`src/rtl/buzzer_scheduler_pkg.sv`:
```
// Shared constants for the buzzer scheduler: pattern ids, FSM encoding,
// per-pattern segment counts and ON/OFF segment masks (bit i = segment i ON).
package buzzer_pkg;

   localparam logic [1:0] CLICK = 2'd0;
   localparam logic [1:0] OK    = 2'd1;
   localparam logic [1:0] FAIL  = 2'd2;
   localparam logic [1:0] ALARM = 2'd3;

   typedef enum logic [1:0] {
      ST_IDLE = 2'd0,
      ST_ON   = 2'd1,
      ST_OFF  = 2'd2
   } state_t;

   localparam logic [2:0] NSEG_CLICK = 3'd2;
   localparam logic [2:0] NSEG_OK    = 3'd6;
   localparam logic [2:0] NSEG_FAIL  = 3'd3;
   localparam logic [2:0] NSEG_ALARM = 3'd2;

   localparam logic [7:0] MASK_CLICK = 8'b0000_0011;
   localparam logic [7:0] MASK_OK    = 8'b0011_1111;
   localparam logic [7:0] MASK_FAIL  = 8'b0000_0101;
   localparam logic [7:0] MASK_ALARM = 8'b0000_0001;

   function automatic logic [2:0] seg_count(input logic [1:0] id);
      case (id)
         CLICK:   return NSEG_CLICK;
         OK:      return NSEG_OK;
         FAIL:    return NSEG_FAIL;
         default: return NSEG_ALARM;
      endcase
   endfunction

   function automatic logic [7:0] on_mask(input logic [1:0] id);
      case (id)
         CLICK:   return MASK_CLICK;
         OK:      return MASK_OK;
         FAIL:    return MASK_FAIL;
         default: return MASK_ALARM;
      endcase
   endfunction

endpackage

```
`src/rtl/buzzer_scheduler_if.sv`:
```
// Request/status bundle between the keypad controller and the buzzer scheduler.
interface buzzer_scheduler_if;
   logic       req_click;
   logic       req_ok;
   logic       req_fail;
   logic       alarm_en;
   logic       buzzer;
   logic       busy;
   logic [1:0] active_id;
   logic       drop;

   modport master (
      output req_click, req_ok, req_fail, alarm_en,
      input  buzzer, busy, active_id, drop
   );

   modport slave (
      input  req_click, req_ok, req_fail, alarm_en,
      output buzzer, busy, active_id, drop
   );
endinterface

```
`src/rtl/buzzer_scheduler_tone_div.sv`:
```
// Half-period counter: pulses toggle on the cycle the count reaches hp-1,
// then wraps to 0. clear restarts the count so a new ON segment starts clean.
module tone_div (
   input  logic        clk,
   input  logic        RSTn,
   input  logic        clear,
   input  logic        en,
   input  logic [16:0] hp,
   output logic        toggle
);

   logic [16:0] cnt;

   assign toggle = en && (cnt == (hp - 17'd1));

   // count while enabled, wrap at terminal count
   always_ff @(posedge clk) begin
      if (!RSTn || clear) begin
         cnt <= '0;
      end else if (toggle) begin
         cnt <= '0;
      end else if (en) begin
         cnt <= cnt + 17'd1;
      end
   end

endmodule

```
`src/rtl/buzzer_scheduler.sv`:
```
// Priority scheduler and pattern sequencer for the single keypad-lock buzzer.
//
//  state   | meaning
//  --------+----------------------------------------------
//  IDLE    | nothing playing, buzzer low
//  ON      | tone segment, buzzer toggles every HP cycles
//  OFF     | silent segment, buzzer held low
module buzzer_scheduler
   import buzzer_pkg::*;
#(
   parameter int HP_CLICK = 50_000,
   parameter int HP_OK    = 25_000,
   parameter int HP_FAIL  = 100_000,
   parameter int HP_ALARM = 12_500,
   parameter int SEG      = 5_000_000
) (
   input logic                clk,
   input logic                RSTn,
   buzzer_scheduler_if.slave  bus
);

   localparam logic [31:0] SEG_LAST  = 32'(SEG - 1);
   localparam logic [16:0] HPV_CLICK = 17'(HP_CLICK);
   localparam logic [16:0] HPV_OK    = 17'(HP_OK);
   localparam logic [16:0] HPV_FAIL  = 17'(HP_FAIL);
   localparam logic [16:0] HPV_ALARM = 17'(HP_ALARM);

   state_t      state, state_nx;
   logic [1:0]  pid, pid_nx;
   logic [31:0] seg_cnt, seg_cnt_nx;
   logic [2:0]  seg_idx, seg_idx_nx;
   logic        buzz_q, buzz_nx;
   logic        drop_q, drop_nx;

   logic        busy_i, seg_end, last_end, alarm_play, free;
   logic        any_req, multi_req, start, tone_clr, tone_tgl;
   logic [1:0]  n_req, req_id, start_id;
   logic [2:0]  nxt_idx;
   logic [7:0]  mask_cur;
   logic [16:0] hp_sel;

   assign busy_i     = (state != ST_IDLE);
   assign alarm_play = busy_i && (pid == ALARM);
   assign seg_end    = busy_i && (seg_cnt == SEG_LAST);
   assign last_end   = seg_end && (pid != ALARM) && (seg_idx == (seg_count(pid) - 3'd1));
   // a finishing pattern or a released alarm leaves the slot open this cycle
   assign free       = !busy_i || last_end || (alarm_play && !bus.alarm_en);

   assign n_req     = {1'b0, bus.req_click} + {1'b0, bus.req_ok} + {1'b0, bus.req_fail};
   assign any_req   = (n_req != 2'd0);
   assign multi_req = (n_req > 2'd1);
   assign req_id    = bus.req_fail ? FAIL : (bus.req_ok ? OK : CLICK);

   assign mask_cur = on_mask(pid);
   assign nxt_idx  = (pid == ALARM && seg_idx == 3'd1) ? 3'd0 : seg_idx + 3'd1;

   // half-period of the pattern currently playing
   always_comb begin
      case (pid)
         CLICK:   hp_sel = HPV_CLICK;
         OK:      hp_sel = HPV_OK;
         FAIL:    hp_sel = HPV_FAIL;
         default: hp_sel = HPV_ALARM;
      endcase
   end

   tone_div u_tone_div (
      .clk    (clk),
      .RSTn   (RSTn),
      .clear  (tone_clr),
      .en     (state == ST_ON),
      .hp     (hp_sel),
      .toggle (tone_tgl)
   );

   // arbitration, segment sequencing and buzzer next-value
   always_comb begin
      state_nx   = state;
      pid_nx     = pid;
      seg_cnt_nx = seg_cnt;
      seg_idx_nx = seg_idx;
      buzz_nx    = buzz_q;
      drop_nx    = 1'b0;
      tone_clr   = 1'b0;
      start      = 1'b0;
      start_id   = pid;

      if (bus.alarm_en) begin
         drop_nx = any_req;
         if (!alarm_play) begin
            start    = 1'b1;
            start_id = ALARM;
         end
      end else if (any_req && (free || req_id > pid)) begin
         start    = 1'b1;
         start_id = req_id;
         drop_nx  = multi_req;
      end else begin
         drop_nx = any_req;
      end

      if (start) begin
         state_nx   = ST_ON;
         pid_nx     = start_id;
         seg_idx_nx = '0;
         seg_cnt_nx = '0;
         buzz_nx    = 1'b1;
         tone_clr   = 1'b1;
      end else if (free) begin
         state_nx   = ST_IDLE;
         pid_nx     = CLICK;
         seg_idx_nx = '0;
         seg_cnt_nx = '0;
         buzz_nx    = 1'b0;
      end else if (seg_end) begin
         seg_idx_nx = nxt_idx;
         seg_cnt_nx = '0;
         if (mask_cur[nxt_idx]) begin
            state_nx = ST_ON;
            buzz_nx  = 1'b1;
            tone_clr = 1'b1;
         end else begin
            state_nx = ST_OFF;
            buzz_nx  = 1'b0;
         end
      end else begin
         seg_cnt_nx = seg_cnt + 32'd1;
         if (state == ST_ON && tone_tgl) begin
            buzz_nx = ~buzz_q;
         end
      end
   end

   // state and output registers
   always_ff @(posedge clk) begin
      if (!RSTn) begin
         state   <= ST_IDLE;
         pid     <= CLICK;
         seg_cnt <= '0;
         seg_idx <= '0;
         buzz_q  <= 1'b0;
         drop_q  <= 1'b0;
      end else begin
         state   <= state_nx;
         pid     <= pid_nx;
         seg_cnt <= seg_cnt_nx;
         seg_idx <= seg_idx_nx;
         buzz_q  <= buzz_nx;
         drop_q  <= drop_nx;
      end
   end

   assign bus.buzzer    = buzz_q;
   assign bus.busy      = busy_i;
   assign bus.active_id = pid;
   assign bus.drop      = drop_q;

endmodule

```
`src/flat_wrapper.sv`:
```
// flat-port wrapper written by rule: the top's interface ports become plain ports
module buzzer_scheduler_flat import buzzer_pkg::*;
#(
   parameter int HP_CLICK = 50_000,
   parameter int HP_OK    = 25_000,
   parameter int HP_FAIL  = 100_000,
   parameter int HP_ALARM = 12_500,
   parameter int SEG      = 5_000_000
)
  (clk, RSTn, bus_req_click, bus_req_ok, bus_req_fail, bus_alarm_en, bus_buzzer, bus_busy, bus_active_id, bus_drop);
  buzzer_scheduler_if bus_i ();
  input logic clk;
  input logic RSTn;
  input wire logic [$bits(bus_i.req_click)-1:0] bus_req_click;
  input wire logic [$bits(bus_i.req_ok)-1:0] bus_req_ok;
  input wire logic [$bits(bus_i.req_fail)-1:0] bus_req_fail;
  input wire logic [$bits(bus_i.alarm_en)-1:0] bus_alarm_en;
  output wire logic [$bits(bus_i.buzzer)-1:0] bus_buzzer;
  output wire logic [$bits(bus_i.busy)-1:0] bus_busy;
  output wire logic [$bits(bus_i.active_id)-1:0] bus_active_id;
  output wire logic [$bits(bus_i.drop)-1:0] bus_drop;
  assign bus_i.req_click = bus_req_click;
  assign bus_i.req_ok = bus_req_ok;
  assign bus_i.req_fail = bus_req_fail;
  assign bus_i.alarm_en = bus_alarm_en;
  assign bus_buzzer = bus_i.buzzer;
  assign bus_busy = bus_i.busy;
  assign bus_active_id = bus_i.active_id;
  assign bus_drop = bus_i.drop;
  buzzer_scheduler #(.HP_CLICK(HP_CLICK), .HP_OK(HP_OK), .HP_FAIL(HP_FAIL), .HP_ALARM(HP_ALARM), .SEG(SEG)) u_core (.clk(clk), .RSTn(RSTn), .bus(bus_i));
endmodule
```
`config.mk`:
```
export PLATFORM = sky130hd
export DESIGN_NAME = buzzer_scheduler_flat
export DESIGN_NICKNAME = d
export VERILOG_FILES = /design/src/rtl/buzzer_scheduler_pkg.sv /design/src/rtl/buzzer_scheduler_if.sv /design/src/rtl/buzzer_scheduler_tone_div.sv /design/src/rtl/buzzer_scheduler.sv /design/src/flat_wrapper.sv
export SDC_FILE = /design/constraint.sdc
export NUM_CORES = 1
export LEC_CHECK = 0
export CAP_MARGIN = 5
export CORE_UTILIZATION = 60
export DETAILED_ROUTE_END_ITERATION = 12
export DONT_BUFFER_PORTS = 1
export PLACE_DENSITY = 0.87
export SYNTH_ARGS = -nofsm -noshare
export SYNTH_HDL_FRONTEND = slang
export SYNTH_HIERARCHICAL = 1
export SYNTH_SLANG_ARGS = --single-unit
```
`constraint.sdc`:
```
create_clock -name clk -period 4.1 [get_ports clk]
set_clock_uncertainty 0.15 [all_clocks]
set_input_delay 0 -clock clk [delete_from_list [all_inputs] [get_ports clk]]
set_output_delay 0 -clock clk [all_outputs]
set_load 0.05 [all_outputs]
```
Word level (Yosys, flattened, before mapping)
Cells that the tools add are included.
{"block": "word_totals", "regBits": 58, "inputBits": 6, "out_inout_bits": 5, "wordCells": 87}
{"block": "classes", "add_sub_neg": 7, "order_cmp": 3, "eq_ne": 11, "muxes": 30, "n_bitwise": 2, "n_reduce_logical": 26}
{"op": "case mux 17 bit (3 select lines)", "count": 1}
{"op": "adder 32 x 1 -> 32 bit, second input constant", "count": 1}
{"op": "== test 32 x 23 -> 1 bit, second input constant", "count": 1}
{"op": "2-to-1 mux 1 bit", "count": 18}
{"op": "case mux 6 bit (3 select lines)", "count": 1}
{"op": "adder 17 x 1 -> 17 bit, second input constant", "count": 1}
{"op": "== test 17 bit", "count": 1}
{"op": "subtractor 17 x 1 -> 17 bit, second input constant", "count": 1}
{"op": "2-to-1 mux 2 bit", "count": 7}
{"op": "logical AND 1 bit", "count": 9}
{"op": "!= test 3 bit, second input constant", "count": 2}
{"op": "case mux 3 bit (2 select lines)", "count": 1}
{"op": "nonzero test 2 bit", "count": 3}
{"op": "== test 2 x 1 -> 1 bit, second input constant", "count": 2}
{"op": "== test 2 bit, second input constant", "count": 2}
{"op": "logical OR 1 bit", "count": 4}
{"op": "less-than comparator 3 x 4 -> 1 bit, second input constant", "count": 1}
{"op": "nonzero test 4 bit", "count": 1}
{"op": "OR reduction 4 bit", "count": 1}
{"op": "adder 3 x 1 -> 3 bit, second input constant", "count": 1}
{"op": "binary-select mux 1 bit (select 3 bit)", "count": 1}
{"op": "== test 3 x 1 -> 1 bit, second input constant", "count": 1}
{"op": "== test 3 bit", "count": 1}
{"op": "logical NOT 1 bit", "count": 3}
{"op": "other kinds (13)", "count": 14}

Depth between registers and ports, before layout
{"block": "logic_depth", "word_depth": 14, "depth_mapped": 15, "depth_no_buf": 14}

Hierarchy
Netlist, hierarchy kept.
{"mod": "buzzer_scheduler", "n_inst": 1, "cells_per_inst": 262, "area_per_inst_um2": 2215.9, "seq_area_each_um2": 820.8}
{"mod": "tone_div", "n_inst": 1, "cells_per_inst": 175, "area_per_inst_um2": 1416.4, "seq_area_each_um2": 340.3}

Least setup slack after synthesis
Ideal clock, no wire load.
{"block": "synth_timing", "kind": "flip-flop to flip-flop", "from": "reg u_core.pid[0], in the netlist u_core/bus.active_id[0]", "to": "reg u_core.u_tone_div.cnt[11]", "setup_ns": 0.115, "t_arrival_ns": 3.454, "t_required_ns": 3.835, "slack_ns": 0.382, "stages_incl_launch_ff": 12, "n_path_buf": 1, "path_cell_list": "dfxtp_1 > inv_1 > ha_1 > inv_1 > or3_1 > or3_1 > a2111o_1 > a211oi_2 > nand4_1 > o41ai_4 > buf_6 > nor2_1"}
{"block": "synth_between", "elab_cells_between_ends": 35}
{"element": "start, declared", "line_no": "buzzer_scheduler.sv:29", "rtl": "logic [1:0] pid, pid_nx;"}
{"element": "start signal, assigned", "line_no": "buzzer_scheduler.sv:145", "rtl": "pid <= pid_nx;"}
{"element": "== test 2 bit (tied with other cells)", "line_no": "buzzer_scheduler.sv:59", "rtl": "case (pid)"}
{"element": "case mux 17 bit (3 select lines) *", "line_no": "buzzer_scheduler.sv:59"}
{"element": "named net u_core.hp_sel[5]", "line_no": "buzzer_scheduler.sv:40", "rtl": "logic [16:0] hp_sel;"}
{"element": "subtractor 17 x 1 -> 17 bit *", "line_no": "buzzer_scheduler_tone_div.sv:14", "rtl": "assign toggle = en && (cnt == (hp - 17'd1));"}
{"element": "== test 17 bit *", "line_no": "buzzer_scheduler_tone_div.sv:14"}
{"element": "logical AND 1 bit *", "line_no": "buzzer_scheduler_tone_div.sv:14"}
{"element": "OR reduction 2 bit (no line) *"}
{"element": "end signal, assigned", "line_no": "buzzer_scheduler_tone_div.sv:23", "rtl": "cnt <= cnt + 17'd1;"}
{"element": "end, declared", "line_no": "buzzer_scheduler_tone_div.sv:12", "rtl": "logic [16:0] cnt;"}
The timed path passes the listed nets; every way through them passes the cells marked *. The select of a mux whose other input is x is not followed.
A chain may end at the register's enable or synchronous reset.

Final worst setup path
{"block": "layout_timing", "from": "reg u_core.pid[1], in the netlist u_core/bus.active_id[1]", "to": "reg u_core.buzz_q, in the netlist u_core/bus.buzzer"}
{"block": "layout_between", "elab_cells_between_ends": 35}
{"element": "== test 2 bit (tied with other cells)", "line_no": "buzzer_scheduler.sv:59"}
{"element": "case mux 17 bit (3 select lines) *", "line_no": "buzzer_scheduler.sv:59"}
{"element": "named net u_core.hp_sel[3]", "line_no": "buzzer_scheduler.sv:40"}
{"element": "subtractor 17 x 1 -> 17 bit *", "line_no": "buzzer_scheduler_tone_div.sv:14"}
{"element": "== test 17 bit *", "line_no": "buzzer_scheduler_tone_div.sv:14"}
{"element": "logical AND 1 bit *", "line_no": "buzzer_scheduler_tone_div.sv:14"}
{"element": "named net u_core.tone_tgl", "line_no": "buzzer_scheduler.sv:36", "rtl": "logic any_req, multi_req, start, tone_clr, tone_tgl;"}
{"element": "logical AND 1 bit *", "line_no": "buzzer_scheduler.sv:128", "rtl": "if (state == ST_ON && tone_tgl) begin"}
{"element": "nonzero test 4 bit (no line) *"}
{"element": "end signal, assigned", "line_no": "buzzer_scheduler.sv:148", "rtl": "buzz_q <= buzz_nx;"}
{"element": "end, declared", "line_no": "buzzer_scheduler.sv:32", "rtl": "logic buzz_q, buzz_nx;"}
Marks and branches as above.

==> impl_metrics.py <==
metrics = {
    "routing": {
        "dr.pass1.iters": 4,
        "wl_met3_um": 355,
        "top_layer_used": "met4",
        "drt_iter0_drc": 232,
        "wl_per_cell_um": 14.9,
        "drcViolationCount": 0,
        "ant_nets": 0,
        "wl_met2_um": 3880,
        "via_count": 3098,
        "wl_met1_um": 3580,
        "wl_um": 7940,
        "vias_per_cell": 5.83,
    },
    "grt": {
        "grt_max_degree": 23,
        "gr-total-overflow": 0,
        "grt_util_all_layers_pct": 26.8,
        "grt_pass1_wl_um": 13200,
        "antenna_found_initial": 0,
        "grt_pass1_vias": 2984,
    },
    "job": {
        "max_cap_violations": 0,
    },
    "clock_network": {
        "clockBufferDepth": 2,
        "clk_transition_reported_paths_ns": 0.07,
        "postCtsSetupBuffers": 0,
        "cts_resized": 0,
        "h-tree-depth": 3,
        "clk_latency_ns": 0.34,
        "cts_tree": "done",
        "cts_sinks": 58,
        "cts-buffers-inserted": 9,
        "cts_root_buffer": "clkbuf_8",
    },
    "critical_path": {
        "end_kind": "flop",
        "arrival_ns": 3.84,
        "crit_required_ns": 4.20,
        "startpoint_type": "flop",
        "cp_max_fo": 11,
        "path_class": "reg2reg",
    },
    "placement": {
        "portBuffers": 0,
        "placed_area_um2": 3710,
        "placed_cells": 511,
        "place.gp.congestion": 0.856,
        "dpl.hpwl_um": 5540,
    },
    "final_layout": {
        "nets": 474,
        "mostFrequentLayoutCell": "nor2_1",
        "fillers": 442,
        "syn_to_final_growth_pct": 8.68,
        "fin_util_pct": 69.6,
        "seqCellArea_um2": 1160,
        "drive_gt1_share_pct": 9.37,
        "final_area_um2": 3950,
        "multi_input_area_um2": 2350,
        "layout_common_cells": "80 x nor2_1, 58 x dfxtp_1, 46 x xor2_1",
        "fin_cells": 531,
        "diodes": 0,
    },
    "power_and_ir_drop": {
        "intPower_uw": 935,
        "powerDensity_nw_per_um2": 339,
        "p_switching_uw": 402,
        "leakagePower_uw": 0.00133,
        "power.total_uw": 1340,
        "power_frac_seq_pct": 43.8,
        "clkPwrFrac_pct": 39.7,
        "switching_share_pct": 30.1,
        "irDropWorstVdd_mv": 0.319,
        "combPwrFrac_pct": 16.5,
    },
    "synthesis": {
        "ys.flop_type": "dfxtp_1",
        "seq_area_frac_synth_pct": 32.0,
        "yosysUniqueCellTypes": 66,
        "synthCells": 437,
        "avgSynthCellArea_um2": 8.31,
        "syn_area_um2": 3630,
        "ys_warn_count": 6,
        "synth_edf_count": 0,
        "synthArstFlopShare_pct": 0,
        "yosys_register_bits": 58,
    },
    "sta": {
        "setup_violations": 0,
        "setup_tns_ns": 0,
        "hold_viol": 0,
        "fin_crit_sh_pct": 91.2,
        "max_slew.worst_pin.slew_ns": 0.959,
        "rsz0062_at_grt": "false",
        "slew-limit-headroom_pct": 35.9,
        "fmax_mhz": 267,
        "timing.final.crit_period_ns": 3.74,
        "drv_slew": 0,
    },
    "run_status": {
        "status": "finished clean",
    },
    "floorplan": {
        "coreArea_um2": 5680,
        "start_util_pct": 64.0,
        "fp-row-count": 27,
        "dieHeight_um": 79.8,
        "die-area_um2": 6370,
        "io_pins": 11,
        "die_x_um": 79.8,
    },
    "hold_path": {
        "hold_path.class": "in2reg",
    },
}
-- flip-flops by register name, indices dropped and copies added (netlist names) --
signal and flops:
u_core/seg_idx 3, u_core/u_tone_div/cnt 17, u_core/seg_cnt 32, u_core/state 2, u_core/bus.active_id 2, u_core/bus.buzzer 1, u_core/bus.drop 1
-- cell type report --
type                       instances  share of cell area (%)
sequential                        58                    29.4
tap                               72                    2.28
clock buffer                       9                    3.14
timing repair buffer              11                    2.35
clock inverter                     7                    1.97
multi-input combinational        360                    59.5
inverter                          14                    1.33
-- Yosys cell counts, drive strengths merged (2+ instances only) --
library cell / count / area share, %
or2: 2 / 0.34
nand4b: 3 / 0.72
nor2b: 3 / 0.52
nand3: 22 / 3.0
nand2: 39 / 4.0
nand4: 18 / 3.1
or4b: 2 / 0.65
or3: 7 / 1.3
a211oi: 3 / 0.76
and2: 2 / 0.34
o211ai: 2 / 0.41
nor2: 80 / 8.3
ha: 13 / 4.5
o21ai: 7 / 0.96
a41oi: 2 / 0.69
xnor2: 24 / 5.8
nand2b: 3 / 0.52
buf: 9 / 1.8
dfxtp: 58 / 32
and4: 3 / 0.72
or4: 3 / 0.76
clkbuf: 4 / 0.72
nor4: 12 / 2.5
nor4b: 7 / 2.0
nand3b: 3 / 0.62
a21oi: 5 / 0.69
mux2i: 6 / 1.7
nor3b: 3 / 0.62
and3: 7 / 1.2
a21boi: 3 / 0.62
nor3: 4 / 0.55
inv: 14 / 1.4
xor2: 46 / 11
-- what timing repair did --
| item | 4_1_cts | 5_1_grt |
|---|---|---|
| hold endpoints to repair | 5 | 0 |
| hold buffers | 4 | 0 |
| endpoints found under the setup margin | 0 | 0 |
-- power groups by stage --
stage / Combinational, uW / Sequential [uW] / Clock [uW]
CTS: 215 / 585 / 538
finish: 221 / 585 / 531
global route: 240 / 586 / 567
detailed placement: 209 / 598 / 0
global placement: 204 / 597 / 0
floorplan: 168 / 605 / 0
-- logic make-up (layout without fill, tap and decap cells) --
logic type	count (synthesis)	in the layout	synth area share, %
AND/OR/NAND/NOR	225	225	32.3
XOR/XNOR	70	70	16.9
flip-flops	58	58	32.0
AO/OA/AOI/OAI	34	34	7.48
buffers and inverters	28	41	4.27
adder cells (fa/ha/maj)	14	14	5.03
multiplexers	7	7	1.96
other	1	10	0.103
-- layer usage --
metal | vias up | GRT usage [%]
met2 | 68 | 46.2
li1 | 1539 | -
met3 | 15 | 7.66
met4 | 0 | 10.4
met5 | - | 0
met1 | 1476 | 31.2
-- final timing paths --
path / start / to / slack (ns) / cells past startpoint
setup / recovery: u_core/bus.active_id[1] / u_core/bus.buzzer / 0.36 / 13
setup reg to reg: u_core/bus.active_id[1] / u_core/bus.buzzer / 0.36 / 13
hold / removal: bus_req_fail / u_core/bus.drop / 0.02 / 3
hold reg to reg: u_core/seg_cnt[0] / u_core/seg_cnt[0] / 0.34 / 1
-- metrics by stage --
step                worst slack [ns]  hold slack (ns)
finish                         0.359           0.0225
global route                   0.214           0.0403
CTS                            0.481           0.0115
detailed placement             0.493          0.00403
global placement               0.646          0.00492
floorplan                      0.382           0.0406
-- critical path: stages (launching register included) --
cell and delay (ns):
dfxtp_1 0.43, inv_1 0.13, ha_1 0.34, or2_2 0.42, nor4_1 0.46, nand4b_1 0.27
mux2_2 0.30, mux2i_1 0.07, o22a_2 0.25, nor4_1 0.22, nand2_1 0.09, xnor2_1 0.16
nand3_1 0.10, a21boi_0 0.25
(Power assumes the default switching activity.)
